[src/rtl/muldiv_unit_if.sv]
// Request/response bundle between the execute stage and the multiply/divide unit.
// Both directions use valid/ready: a beat transfers on the rising edge where
// valid && ready are both high; the sender keeps its payload stable while
// valid is high and ready is low, and valid never drops before the transfer.
interface muldiv_unit_if #(
   parameter int XLEN = 32
);
   logic            in_valid;
   logic            in_ready;
   logic [XLEN-1:0] op1;
   logic [XLEN-1:0] op2;
   logic [2:0]      md_sel;
   logic            out_valid;
   logic            out_ready;
   logic [XLEN-1:0] res;

   // Execute stage side: issues requests and consumes results.
   modport master (
      output in_valid, op1, op2, md_sel, out_ready,
      input  in_ready, out_valid, res
   );

   // Unit side.
   modport slave (
      input  in_valid, op1, op2, md_sel, out_ready,
      output in_ready, out_valid, res
   );
endinterface

[src/rtl/muldiv_unit.sv]
// Iterative RV32M multiply/divide unit: one shift-add or restoring-divide step
// per cycle on operand magnitudes, with the sign applied in a final FIX cycle.
// Divide-by-zero and signed overflow bypass the iteration and finish at once.
module muldiv_unit #(
   parameter int XLEN = 32
) (
   input  logic         clk,
   input  logic         rst,
   muldiv_unit_if.slave bus,
   output logic         busy,
   output logic [1:0]   fsm_state
);
   localparam int CW = $clog2(XLEN);

   localparam logic [1:0] IDLE = 2'd0;
   localparam logic [1:0] CALC = 2'd1;
   localparam logic [1:0] FIX  = 2'd2;
   localparam logic [1:0] DONE = 2'd3;

   localparam logic [2:0] OP_MUL    = 3'b000;
   localparam logic [2:0] OP_MULH   = 3'b001;
   localparam logic [2:0] OP_MULHSU = 3'b010;
   localparam logic [2:0] OP_DIV    = 3'b100;
   localparam logic [2:0] OP_REM    = 3'b110;

   localparam logic [XLEN-1:0] ALL_ONES = {XLEN{1'b1}};
   localparam logic [XLEN-1:0] MIN_NEG  = {1'b1, {(XLEN-1){1'b0}}};

   logic [1:0]        state;
   logic [2:0]        sel_r;
   logic              sign1;
   logic              sign2;
   logic [XLEN-1:0]   mag1;       // multiplicand / dividend magnitude
   logic [XLEN-1:0]   mag2;       // multiplier / divisor magnitude
   logic [2*XLEN-1:0] acc;        // product accumulator
   logic [XLEN:0]     rem_r;      // one spare bit: a shifted partial remainder can reach 2*divisor-1
   logic [XLEN-1:0]   quo;
   logic [CW-1:0]     count;

   // Request decode: signedness, magnitudes and fast-path detection.
   logic              op1_signed;
   logic              op2_signed;
   logic              neg1;
   logic              neg2;
   logic [XLEN-1:0]   in_mag1;
   logic [XLEN-1:0]   in_mag2;
   logic              div_zero;
   logic              div_ovf;
   logic [XLEN-1:0]   fast_res;

   always_comb begin
      op1_signed = (bus.md_sel == OP_MULH) || (bus.md_sel == OP_MULHSU) ||
                   (bus.md_sel == OP_DIV)  || (bus.md_sel == OP_REM);
      op2_signed = (bus.md_sel == OP_MULH) || (bus.md_sel == OP_DIV) ||
                   (bus.md_sel == OP_REM);
      neg1       = op1_signed && bus.op1[XLEN-1];
      neg2       = op2_signed && bus.op2[XLEN-1];
      in_mag1    = neg1 ? (~bus.op1 + 1'b1) : bus.op1;
      in_mag2    = neg2 ? (~bus.op2 + 1'b1) : bus.op2;
      div_zero   = bus.md_sel[2] && (bus.op2 == '0);
      div_ovf    = ((bus.md_sel == OP_DIV) || (bus.md_sel == OP_REM)) &&
                   (bus.op1 == MIN_NEG) && (bus.op2 == ALL_ONES);
      fast_res   = '0;
      if (div_zero) begin
         fast_res = bus.md_sel[1] ? bus.op1 : ALL_ONES;
      end else if (div_ovf) begin
         fast_res = bus.md_sel[1] ? '0 : MIN_NEG;
      end
   end

   // One iteration step: shift-add for multiply, restoring step for divide.
   logic [CW-1:0]     bit_idx;
   logic [XLEN:0]     rem_shift;
   logic              rem_ge;
   logic [XLEN:0]     rem_next;
   logic [2*XLEN-1:0] acc_next;

   always_comb begin
      bit_idx   = CW'(XLEN - 1) - count;
      rem_shift = {rem_r[XLEN-1:0], mag1[bit_idx]};
      rem_ge    = rem_shift >= {1'b0, mag2};
      rem_next  = rem_ge ? (rem_shift - {1'b0, mag2}) : rem_shift;
      acc_next  = acc;
      if (mag2[count]) begin
         acc_next = acc + ({{XLEN{1'b0}}, mag1} << count);
      end
   end

   // Sign fix-up and result selection used in the FIX cycle.
   logic [2*XLEN-1:0] prod_fix;
   logic [XLEN-1:0]   quo_fix;
   logic [XLEN-1:0]   rem_fix;
   logic [XLEN-1:0]   fix_res;

   always_comb begin
      prod_fix = (sign1 ^ sign2) ? (~acc + 1'b1) : acc;
      quo_fix  = (sign1 ^ sign2) ? (~quo + 1'b1) : quo;
      rem_fix  = sign1 ? (~rem_r[XLEN-1:0] + 1'b1) : rem_r[XLEN-1:0];
      case (sel_r)
         3'b000:                 fix_res = prod_fix[XLEN-1:0];
         3'b001, 3'b010, 3'b011: fix_res = prod_fix[2*XLEN-1:XLEN];
         3'b100, 3'b101:         fix_res = quo_fix;
         default:                fix_res = rem_fix;
      endcase
   end

   assign bus.in_ready = (state == IDLE);
   assign busy         = (state != IDLE);
   assign fsm_state    = state;

   // Control FSM plus datapath registers.
   always_ff @(posedge clk) begin
      if (rst) begin
         state         <= IDLE;
         bus.out_valid <= 1'b0;
         bus.res       <= '0;
         sel_r         <= '0;
         sign1         <= 1'b0;
         sign2         <= 1'b0;
         mag1          <= '0;
         mag2          <= '0;
         acc           <= '0;
         rem_r         <= '0;
         quo           <= '0;
         count         <= '0;
      end else begin
         case (state)
            IDLE: begin
               if (bus.in_valid) begin
                  sel_r <= bus.md_sel;
                  sign1 <= neg1;
                  sign2 <= neg2;
                  mag1  <= in_mag1;
                  mag2  <= in_mag2;
                  acc   <= '0;
                  rem_r <= '0;
                  quo   <= '0;
                  count <= '0;
                  if (div_zero || div_ovf) begin
                     bus.res       <= fast_res;
                     bus.out_valid <= 1'b1;
                     state         <= DONE;
                  end else begin
                     state <= CALC;
                  end
               end
            end
            CALC: begin
               if (sel_r[2]) begin
                  rem_r <= rem_next;
                  quo   <= {quo[XLEN-2:0], rem_ge};
               end else begin
                  acc <= acc_next;
               end
               count <= count + 1'b1;
               if (count == CW'(XLEN - 1)) begin
                  state <= FIX;
               end
            end
            FIX: begin
               bus.res       <= fix_res;
               bus.out_valid <= 1'b1;
               state         <= DONE;
            end
            default: begin
               if (bus.out_ready) begin
                  bus.out_valid <= 1'b0;
                  state         <= IDLE;
               end
            end
         endcase
      end
   end
endmodule

[src/flat_wrapper.sv]
// flat-port wrapper written by rule: the top's interface ports become plain ports
module muldiv_unit_flat 
#(
   parameter int XLEN = 32
)
  (clk, rst, busy, fsm_state, bus_in_valid, bus_op1, bus_op2, bus_md_sel, bus_out_ready, bus_in_ready, bus_out_valid, bus_res);
  muldiv_unit_if #(.XLEN(XLEN)) bus_i ();
  input  logic clk;
  input  logic rst;
  output logic busy;
  output logic [1:0] fsm_state;
  input wire logic [$bits(bus_i.in_valid)-1:0] bus_in_valid;
  input wire logic [$bits(bus_i.op1)-1:0] bus_op1;
  input wire logic [$bits(bus_i.op2)-1:0] bus_op2;
  input wire logic [$bits(bus_i.md_sel)-1:0] bus_md_sel;
  input wire logic [$bits(bus_i.out_ready)-1:0] bus_out_ready;
  output wire logic [$bits(bus_i.in_ready)-1:0] bus_in_ready;
  output wire logic [$bits(bus_i.out_valid)-1:0] bus_out_valid;
  output wire logic [$bits(bus_i.res)-1:0] bus_res;
  assign bus_i.in_valid = bus_in_valid;
  assign bus_i.op1 = bus_op1;
  assign bus_i.op2 = bus_op2;
  assign bus_i.md_sel = bus_md_sel;
  assign bus_i.out_ready = bus_out_ready;
  assign bus_in_ready = bus_i.in_ready;
  assign bus_out_valid = bus_i.out_valid;
  assign bus_res = bus_i.res;
  muldiv_unit #(.XLEN(XLEN)) u_core (.clk(clk), .rst(rst), .bus(bus_i), .busy(busy), .fsm_state(fsm_state));
endmodule
[config.mk]
export PLATFORM = sky130hd
export DESIGN_NAME = muldiv_unit_flat
export DESIGN_NICKNAME = d
export VERILOG_FILES = /design/src/rtl/muldiv_unit_if.sv /design/src/rtl/muldiv_unit.sv /design/src/flat_wrapper.sv
export SDC_FILE = /design/constraint.sdc
export NUM_CORES = 1
export LEC_CHECK = 0
export ABC_AREA = 1
export BUFFER_PORTS_ARGS = -buffer_cell sky130_fd_sc_hd__buf_2
export CAP_MARGIN = 20
export CELL_PAD_IN_SITES_DETAIL_PLACEMENT = 1
export CELL_PAD_IN_SITES_GLOBAL_PLACEMENT = 2
export CORE_ASPECT_RATIO = 2
export CORE_MARGIN = 4
export CORE_UTILIZATION = 30
export DETAILED_ROUTE_END_ITERATION = 10
export PLACE_DENSITY_LB_ADDON = 0.1
export SETUP_SLACK_MARGIN = 0.02
export SLEW_MARGIN = 20
export SYNTH_ARGS = -nofsm -noshare
export SYNTH_HDL_FRONTEND = slang
export SYNTH_SLANG_ARGS = --single-unit
[constraint.sdc]
create_clock -name clk -period 3.27 [get_ports clk]
set_clock_uncertainty 0.15 [all_clocks]
set_input_delay 0 -clock clk [delete_from_list [all_inputs] [get_ports clk]]
set_output_delay 0 -clock clk [all_outputs]
set_load 0.02 [all_outputs]
==> results by group, run 1 <==
STA
  • Unrepaired setup endpoints after global routing: yes
  • Final setup fails: 92
  • Max frequency: 252 MHz
  • Least-Margin Pin Slew: 1.00 ns
  • Period minus WS final: 3.97 ns
  • Period Utilization, post-route: 121%
  • Worst rel slew slack: 33.3%
  • Final hold violation count: 0
  • Slew Limit Fails: 0
  • Worst Slack Setup Final: -0.703 ns

Global routing
  • First-pass GRT wire length: 247 mm
  • Largest net degree at the start of global routing: ~110
  • Initial antenna violation count: 3
  • Vias in the first global route: 37700
  • Total global-route track usage: 36.1%
  • Total gr overflow: 0

Setup path
  • Critical Path Start: u_core.count[0]$_SDFFE_PP0P_
  • Worst endpoint data arrival time: 4.27 ns
  • Kind of end point of the critical path: register
  • Worst EP required: ~3.6 ns
  • Reg-to-Reg Start: u_core.count[0]$_SDFFE_PP0P_
  • Crit-path max FO: 6
  • CP startpoint kind: register
  • Kind of critical path: reg2reg

Die
  • Io pins: 108
  • Die area: 0.0933 sq mm
  • Die X: approximately 220 um
  • CORE AREA: around 0.087 sq mm
  • Initial Utilization: 30.3%
  • Row count: 153
  • Die Y: 428 um

Clocking
  • CTS tree: done
  • Root buffer cell: clkbuf_16
  • H-tree depth: 1
  • Clock sinks: 237
  • CTS Buf Count: 28
  • Clock-pin slew on the worst setup and hold paths: 0.07 ns
  • CTS Buffer Depth: 3
  • Clk Latency, worst-skew pair: 0.64 ns

Logic synthesis
  • Sequential fraction of the synthesis area: 17.9%
  • Yosys reg bits: 237
  • Most frequent cell after synthesis: nand2_1
  • Post-synth top area cell: nand2_1
  • Syn nets: 5146
  • Post-synth EDFFs: 0
  • Post-synth top area share: a little under a quarter
  • Top post-synthesis cells by area: nand2_1 23%, dfxtp_1 18%, inv_1 9.7%
  • Synth warn: 0
  • Top post-synthesis cells by count: 1621 x nand2_1, 680 x inv_1, 582 x nor2_1
  • Async SR Flop Fraction: 0%
  • Synth Cell Area: 0.0264 sq mm
  • Main flop type after synthesis: dfxtp_1
  • Mapped Avg Cell Area: 5.33 sq um
  • Synth Instances: 4966
  • Synth cell types: 52

Place
  • Final HPWL DP: 147 mm
  • Input/output buffers: roughly 110
  • Inst Count DP: between 6000 and 7000
  • GPL Wtd Cong: 0.987

Min path
  • Hold Crit Class: in2reg
  • Worst hold start: rst

Finish
  • Final #Nets: between 5000 and 6000
  • Fill cells: 11700
  • Cell Count, Final, Fillers Out: 6968
  • Layout cells sized above 1: between 30% and 40%
  • Layout area overhead: 54.5%

Power
  • Overall Power: 0.0257 W
  • Cell leakage power: 20.6 nW
  • Power Dens Cells: around 630 mW/mm^2
  • Max IR drop VDD: around 0.48 mV

Routing
  • Total wire length: 180 mm
  • Residual DRC count: 0
  • First DRT Iteration DRCs: 1772
  • Routed WL per cell: 25.9 um
  • Vias post-DR: 36800
  • DR pass1 iterations: 5
  • Final ANT Viol Nets: 0
  • Vias per inst: 5.27

Run status
  • Status: complete, but fails checks
  • Failing checks: setup timing

Run
  • Max-cap viol count: 0
## critical path, cell delays in order (launching register included)
cell and delay [ns]:
dfxtp_4 0.40, buf_12 0.16, buf_8 0.12, nor2_4 0.07
buf_6 0.12, buf_4 0.11, o21ai_4 0.06, mux2i_2 0.24
nand2_2 0.17, o21ai_4 0.46, ha_4 0.32, nand2_2 0.06
nand2_2 0.07, buf_4 0.14, a21oi_4 0.15, nand2_1 0.08
inv_2 0.09, nor2_4 0.06, nor2_4 0.12, nand2_4 0.07
buf_12 0.14, buf_4 0.14, xor2_1 0.14, nand2_1 0.06
a21oi_1 0.05
## flip-flops by register name (all words and copies together) (netlist names)
register              cells
u_core.acc               64
u_core.count              5
u_core.bus.res           32
u_core.sel_r              3
u_core.rem_r             32
u_core.quo               32
u_core.mag2              32
u_core.sign1              1
u_core.sign2              1
u_core.mag1              32
u_core.fsm_state          2
u_core.bus.out_valid      1
## power breakdown
part           total [W]  switching [W]  internal, W  leakage, nW
Clock            0.00350        0.00161      0.00188        0.462
Combinational     0.0181         0.0113      0.00681         18.3
Sequential       0.00409       0.000670      0.00342         1.93
Total             0.0257         0.0136       0.0121         20.6
## final timing paths
path / to / slack (ns) / cells past startpoint
worst max-delay path: u_core.acc[31]$_SDFFE_PP0P_ / -0.70 / 24
worst min-delay path: u_core.acc[49]$_SDFFE_PP0P_ / 0.04 / 3
worst max register to register: u_core.acc[31]$_SDFFE_PP0P_ / -0.70 / 24
worst min register to register: u_core.bus.res[11]$_SDFFE_PP0P_ / 0.32 / 2
## area by class of cell
class / count / area, sq um / share of cell area (%)
flip-flops and latches: 237 / 4750 / 11.6
inverters: 691 / 2640 / 6.46
clock buffers: 38 / 798 / 1.95
diodes: 4 / 10.0 / 0.0245
repair buffers: 956 / 8180 / 20.0
multi-input cells: 3866 / 22900 / 56.0
well taps: 1162 / 1450 / 3.56
clock inverters: 14 / 158 / 0.386
## cell families after synthesis
family          share of synthesized area, %
simple gates                            44.9
buf+inv                                 12.8
compound gates                          15.8
flops                                   17.9
fa+ha+maj                               5.21
xor+xnor                                2.72
mux                                    0.606
## stage by stage
stage          setup WS (ns)  hold slack [ns]  utilization (%)  setup TNS, ns  cell area (sq um)
2_1_floorplan         0.0230           0.0100                -              0              26500
3_3_place_gp           -1.54            0.113             37.8         -80.81              33000
3_5_place_dp           -1.59            0.115             37.8         -86.42              33000
4_1_cts               -0.729           0.0175             41.4         -45.81              36100
5_1_grt               -0.742           0.0631             46.8         -44.39              40900
6_report              -0.703           0.0427             46.8         -35.67              40900
## placed cells by master, fill, tap and decap left out, types with 16 or more instances in the layout
| cell | count |
|---|---|
| nor2_1 | 482 |
| nand3_2 | 69 |
| nand3b_1 | 35 |
| nand4_1 | 60 |
| ha_4 | 46 |
| dfxtp_1 | 235 |
| o21ai_2 | 61 |
| dlygate4sd3_1 | 115 |
| nand2_2 | 206 |
| a21oi_1 | 298 |
| clkbuf_16 | 36 |
| buf_2 | 106 |
| o21ai_1 | 61 |
| a21oi_4 | 16 |
| buf_6 | 103 |
| nand3_4 | 22 |
| o21bai_1 | 16 |
| nand2_1 | 1295 |
| inv_2 | 58 |
| nor2_2 | 46 |
| o211ai_1 | 25 |
| buf_4 | 586 |
| buf_12 | 34 |
| o21ai_4 | 28 |
| nor3_1 | 31 |
| nand2_4 | 118 |
| xor2_1 | 51 |
| nand3_1 | 380 |
| inv_1 | 614 |
| nor2_4 | 61 |
| o21ai_0 | 208 |
| a21oi_2 | 49 |
| ha_1 | 55 |
## layer usage
metal	track usage [%]	up-vias	share of wire, %
li1	-	17500	-
met1	30.0	17700	30
met2	68.1	921	53
met3	4.12	617	3.2
met4	39.8	0	14
met5	0	-	0
## timing repair
action,CTS,global route
hold endpoints to repair,166,0
setup endpoints to repair,93,102
hold buffers,115,0
pin swaps,22,303
setup buffers,11,73
resized for setup,303,1082
cloned,0,11
Power figures use the tool's default switching activity.
==> run 2, diff against run 1 <==
Settings changed: ABC_AREA 1 to 0, CORE_UTILIZATION 30 to 34.
==> run 2 against run 1 <==
  * The flow still finishes with violations (setup timing)
  * Non-clock buffer count grew 71
  * Synthesized area shrank 20%
  * Fmax shrank 13%
  * Global-route usage shrank 0.74 points
  * Register-to-register slack lost 0.59 ns
  * Cell count shrank 35%
  * Worst hold slack gained 0.019 ns
  * Critical path type unchanged
==> results by group, run 2 <==
Routing
  • Routed WL per cell: 28.8 um
  • Residual DRC count: 0
  • Vias post-DR: ~27000
  • Final ANT Viol Nets: 0
  • First DRT Iteration DRCs: 1386
  • Vias per inst: 5.93
  • Total wire length: 130 mm
  • DR pass1 iterations: 7

Setup path
  • Kind of end point of the critical path: register
  • Worst Reg-to-Reg Cells: 20
  • Crit-path max FO: 6
  • Largest stage delay, worst path: 0.54 ns
  • Cells along the critical path: buf_4 > buf_16 > mux4_2 > mux2i_1 > buf_4 > nand2_4 > nand2_4 > buf_4 > mux2i_2 > ha_1 > a21oi_1 > nor2b_1 > o21ai_0 > o211a_1 > o21ai_4 > a2111oi_4 > o21ai_4 > a221oi_2 > mux2_4 > nand3_2
  • Worst endpoint data arrival time: 4.94 ns
  • Setup slack, reg-to-reg: -1.29 ns
  • CP max-delay cell: mux4_2
  • Worst EP required: between 3 and 4 ns
  • Reg-to-Reg End: u_core.acc[57]$_SDFFE_PP0P_
  • Reg-to-Reg Start: u_core.count[0]$_SDFFE_PP0P_
  • Kind of critical path: reg2reg
  • Most numerous cell on the critical path: buf_4
  • CP startpoint kind: register

STA
  • Period Utilization, post-route: 140%
  • Worst Slack Setup Final: -1.29 ns
  • Setup TNS Final: -84.35 ns
  • Final setup fails: 113
  • Worst rel slew slack: between 20% and 30%
  • Final hold violation count: 0
  • Slew Limit Fails: 0
  • Max frequency: 219 MHz
  • Least-Margin Pin Slew: 1.10 ns
  • Unrepaired setup endpoints after global routing: yes
  • Period minus WS final: roughly 4.6 ns

Logic synthesis
  • Post-synth top area cell: dfxtp_1
  • Post-Synth Simple-Gate Area: between 20% and 30%
  • Main flop type after synthesis: dfxtp_1
  • Sequential fraction of the synthesis area: 22.3%
  • Post-synthesis mux area share: 6.80%
  • Top post-synthesis cells by area: dfxtp_1 22%, ha_1 6.3%, xor2_1 5.7%
  • XOR/XNOR share of the synthesized area: 10.5%
  • Synth cell types: 82
  • Syn nets: slightly above 3000
  • Synth Area in Compound Gates: 28.1%
  • Synth Cell Area: around 0.021 sq mm
  • Async SR Flop Fraction: 0%
  • Post-synth top area share: 22.3%
  • Post-synth EDFFs: 0
  • Synth Area in Adders: under 10%
  • Largest family of logic cells by synthesized area: compound AO/OA/AOI/OAI gates
  • Mapped Avg Cell Area: around 7.5 sq um
  • Top post-synthesis cells by count: 317 x nor2_1, 271 x nand2_1, 237 x dfxtp_1
  • Synth warn: 0
  • Most frequent cell after synthesis: nor2_1
  • Yosys reg bits: 237
  • Synth Instances: 2837

Clocking
  • CTS Buf Count: 27
  • CTS tree: done
  • H-tree depth: 1
  • Clk Latency, worst-skew pair: 0.61 ns
  • Clock-pin slew on the worst setup and hold paths: around 0.07 ns
  • CTS Buffer Depth: 3
  • Clock sinks: 237
  • Root buffer cell: clkbuf_16

Min path
  • Hold Crit Class: in2reg
  • Worst hold path endpoint: u_core.mag2[20]$_SDFFE_PP0P_
  • Hold path depth: 6
  • Worst hold start: bus_op2[14]

Finish
  • Commonest non-fill, non-tap cells in the layout: 709 x buf_4, 292 x nor2_1, 242 x nand2_1
  • Layout area overhead: 60.0%
  • Most common cell after layout, fill and taps aside: buf_4
  • Fill cells: 7274
  • Final core occ: 54.9%
  • Layout cells sized above 1: 39.4%
  • Reg with most FFs: u_core.acc
  • Final #Nets: ~3900
  • Largest register FFs: 64

Die
  • Die area: 0.0668 sq mm
  • Initial Utilization: 34.3%
  • CORE AREA: 0.0620 sq mm
  • Io pins: 108
  • Die X: ~180 um
  • Row count: between 100 and 150
  • Die Y: approximately 360 um

Power
  • Overall Power: 0.0131 W
  • Max IR drop VDD: 0.426 mV
  • Power Dens Cells: 386 mW/mm^2
  • Cell leakage power: 14.4 nW

Global routing
  • Total global-route track usage: 35.3%
  • First-pass GRT wire length: 178 mm
  • Total gr overflow: 0
  • Initial antenna violation count: 3
  • Vias in the first global route: 28400
  • Largest net degree at the start of global routing: 128

Run status
  • Status: complete, but fails checks
  • Failing checks: setup timing

Place
  • Final HPWL DP: 97.1 mm
  • Input/output buffers: 107
  • GPL Wtd Cong: 1.04

Run
  • Max-cap viol count: 0
==> run 2: layout make-up <==
| type | instances | area (sq um) | share of cell area (%) |
|---|---|---|---|
| Antenna cell | 3 | 7.51 | 0.0221 |
| Clock inverter | 18 | 289 | 0.850 |
| Tap cell | 786 | 983 | 2.89 |
| Multi-Input combinational cell | 2320 | 18500 | 54.3 |
| Timing Repair Buffer | 1027 | 8430 | 24.8 |
| Inverter | 91 | 344 | 1.01 |
| Clock buffer | 30 | 717 | 2.11 |
| Sequential cell | 237 | 4750 | 14.0 |
==> run 2: worst max-delay path, delay by kind of cell (launching register included) <==
family                     cells  cell delay [ns]
adders and majority gates      1             0.35
muxes                          4             1.16
and+or+nand+nor                4             0.26
buffers and inverters          4             0.56
AOI/OAI and AO/OA              7             1.59
DFF                            1             0.41
==> run 2: kinds of logic (layout without fill, tap and decap cells) <==
kind of cell,count (synthesis),after routing
and+or+nand+nor,940,941
AOI/OAI and AO/OA,915,916
buffers and inverters,282,1166
xor gates and xnor gates,254,254
DFF,237,237
adders and majority gates,109,109
muxes,100,100
other,0,3
==> run 2: worst max-delay path by stage <==
stage	start	endpoint	slack, ns
after detailed placement	u_core.count[0]$_SDFFE_PP0P_	u_core.acc[57]$_SDFFE_PP0P_	-1.61
after global routing	u_core.count[0]$_SDFFE_PP0P_	u_core.acc[57]$_SDFFE_PP0P_	-1.51
after global placement	u_core.count[0]$_SDFFE_PP0P_	u_core.acc[63]$_SDFFE_PP0P_	-1.48
after CTS	u_core.count[0]$_SDFFE_PP0P_	u_core.rem_r[30]$_SDFFE_PP0P_	-1.24
final	u_core.count[0]$_SDFFE_PP0P_	u_core.acc[57]$_SDFFE_PP0P_	-1.29
after floorplan	u_core.count[0]$_SDFFE_PP0P_	u_core.acc[57]$_SDFFE_PP0P_	-1.05
==> run 2: per-layer routing <==
layer / vias up / wire (um) / GRT usage, % / share of wire (%)
li1: 12200 / - / - / -
met1: 13200 / 40700 / 31.8 / 31
met2: 856 / 67700 / 66.4 / 52
met3: 524 / 5110 / 4.10 / 3.9
met4: 0 / 16500 / 33.0 / 13
met5: - / 0 / 0 / 0
==> run 2: what timing repair did <==
item                                    CTS  global route
pin swaps                               138           159
setup buffers                            67            64
gates cloned                              3             7
hold buffers                            114             0
resized for setup                       347           272
endpoints found under the hold margin   166             0
endpoints found under the setup margin  122           139
==> run 2: metrics by stage <==
step,instance area [sq um],instances,hold WS [ns],worst slack [ns]
final,34000,4512,0.0616,-1.29
after global routing,34000,4511,0.113,-1.51
after CTS,32200,4453,0.0149,-1.24
after detailed placement,27800,4223,0.163,-1.61
after global placement,27800,4223,0.162,-1.48
after floorplan,21800,2837,-0.0140,-1.05
==> run 2: power breakdown <==
group | switching, W | total, W | internal (W)
Combinational | 0.00337 | 0.00612 | 0.00275
Clock | 0.00152 | 0.00365 | 0.00213
Sequential | 0.000266 | 0.00335 | 0.00309
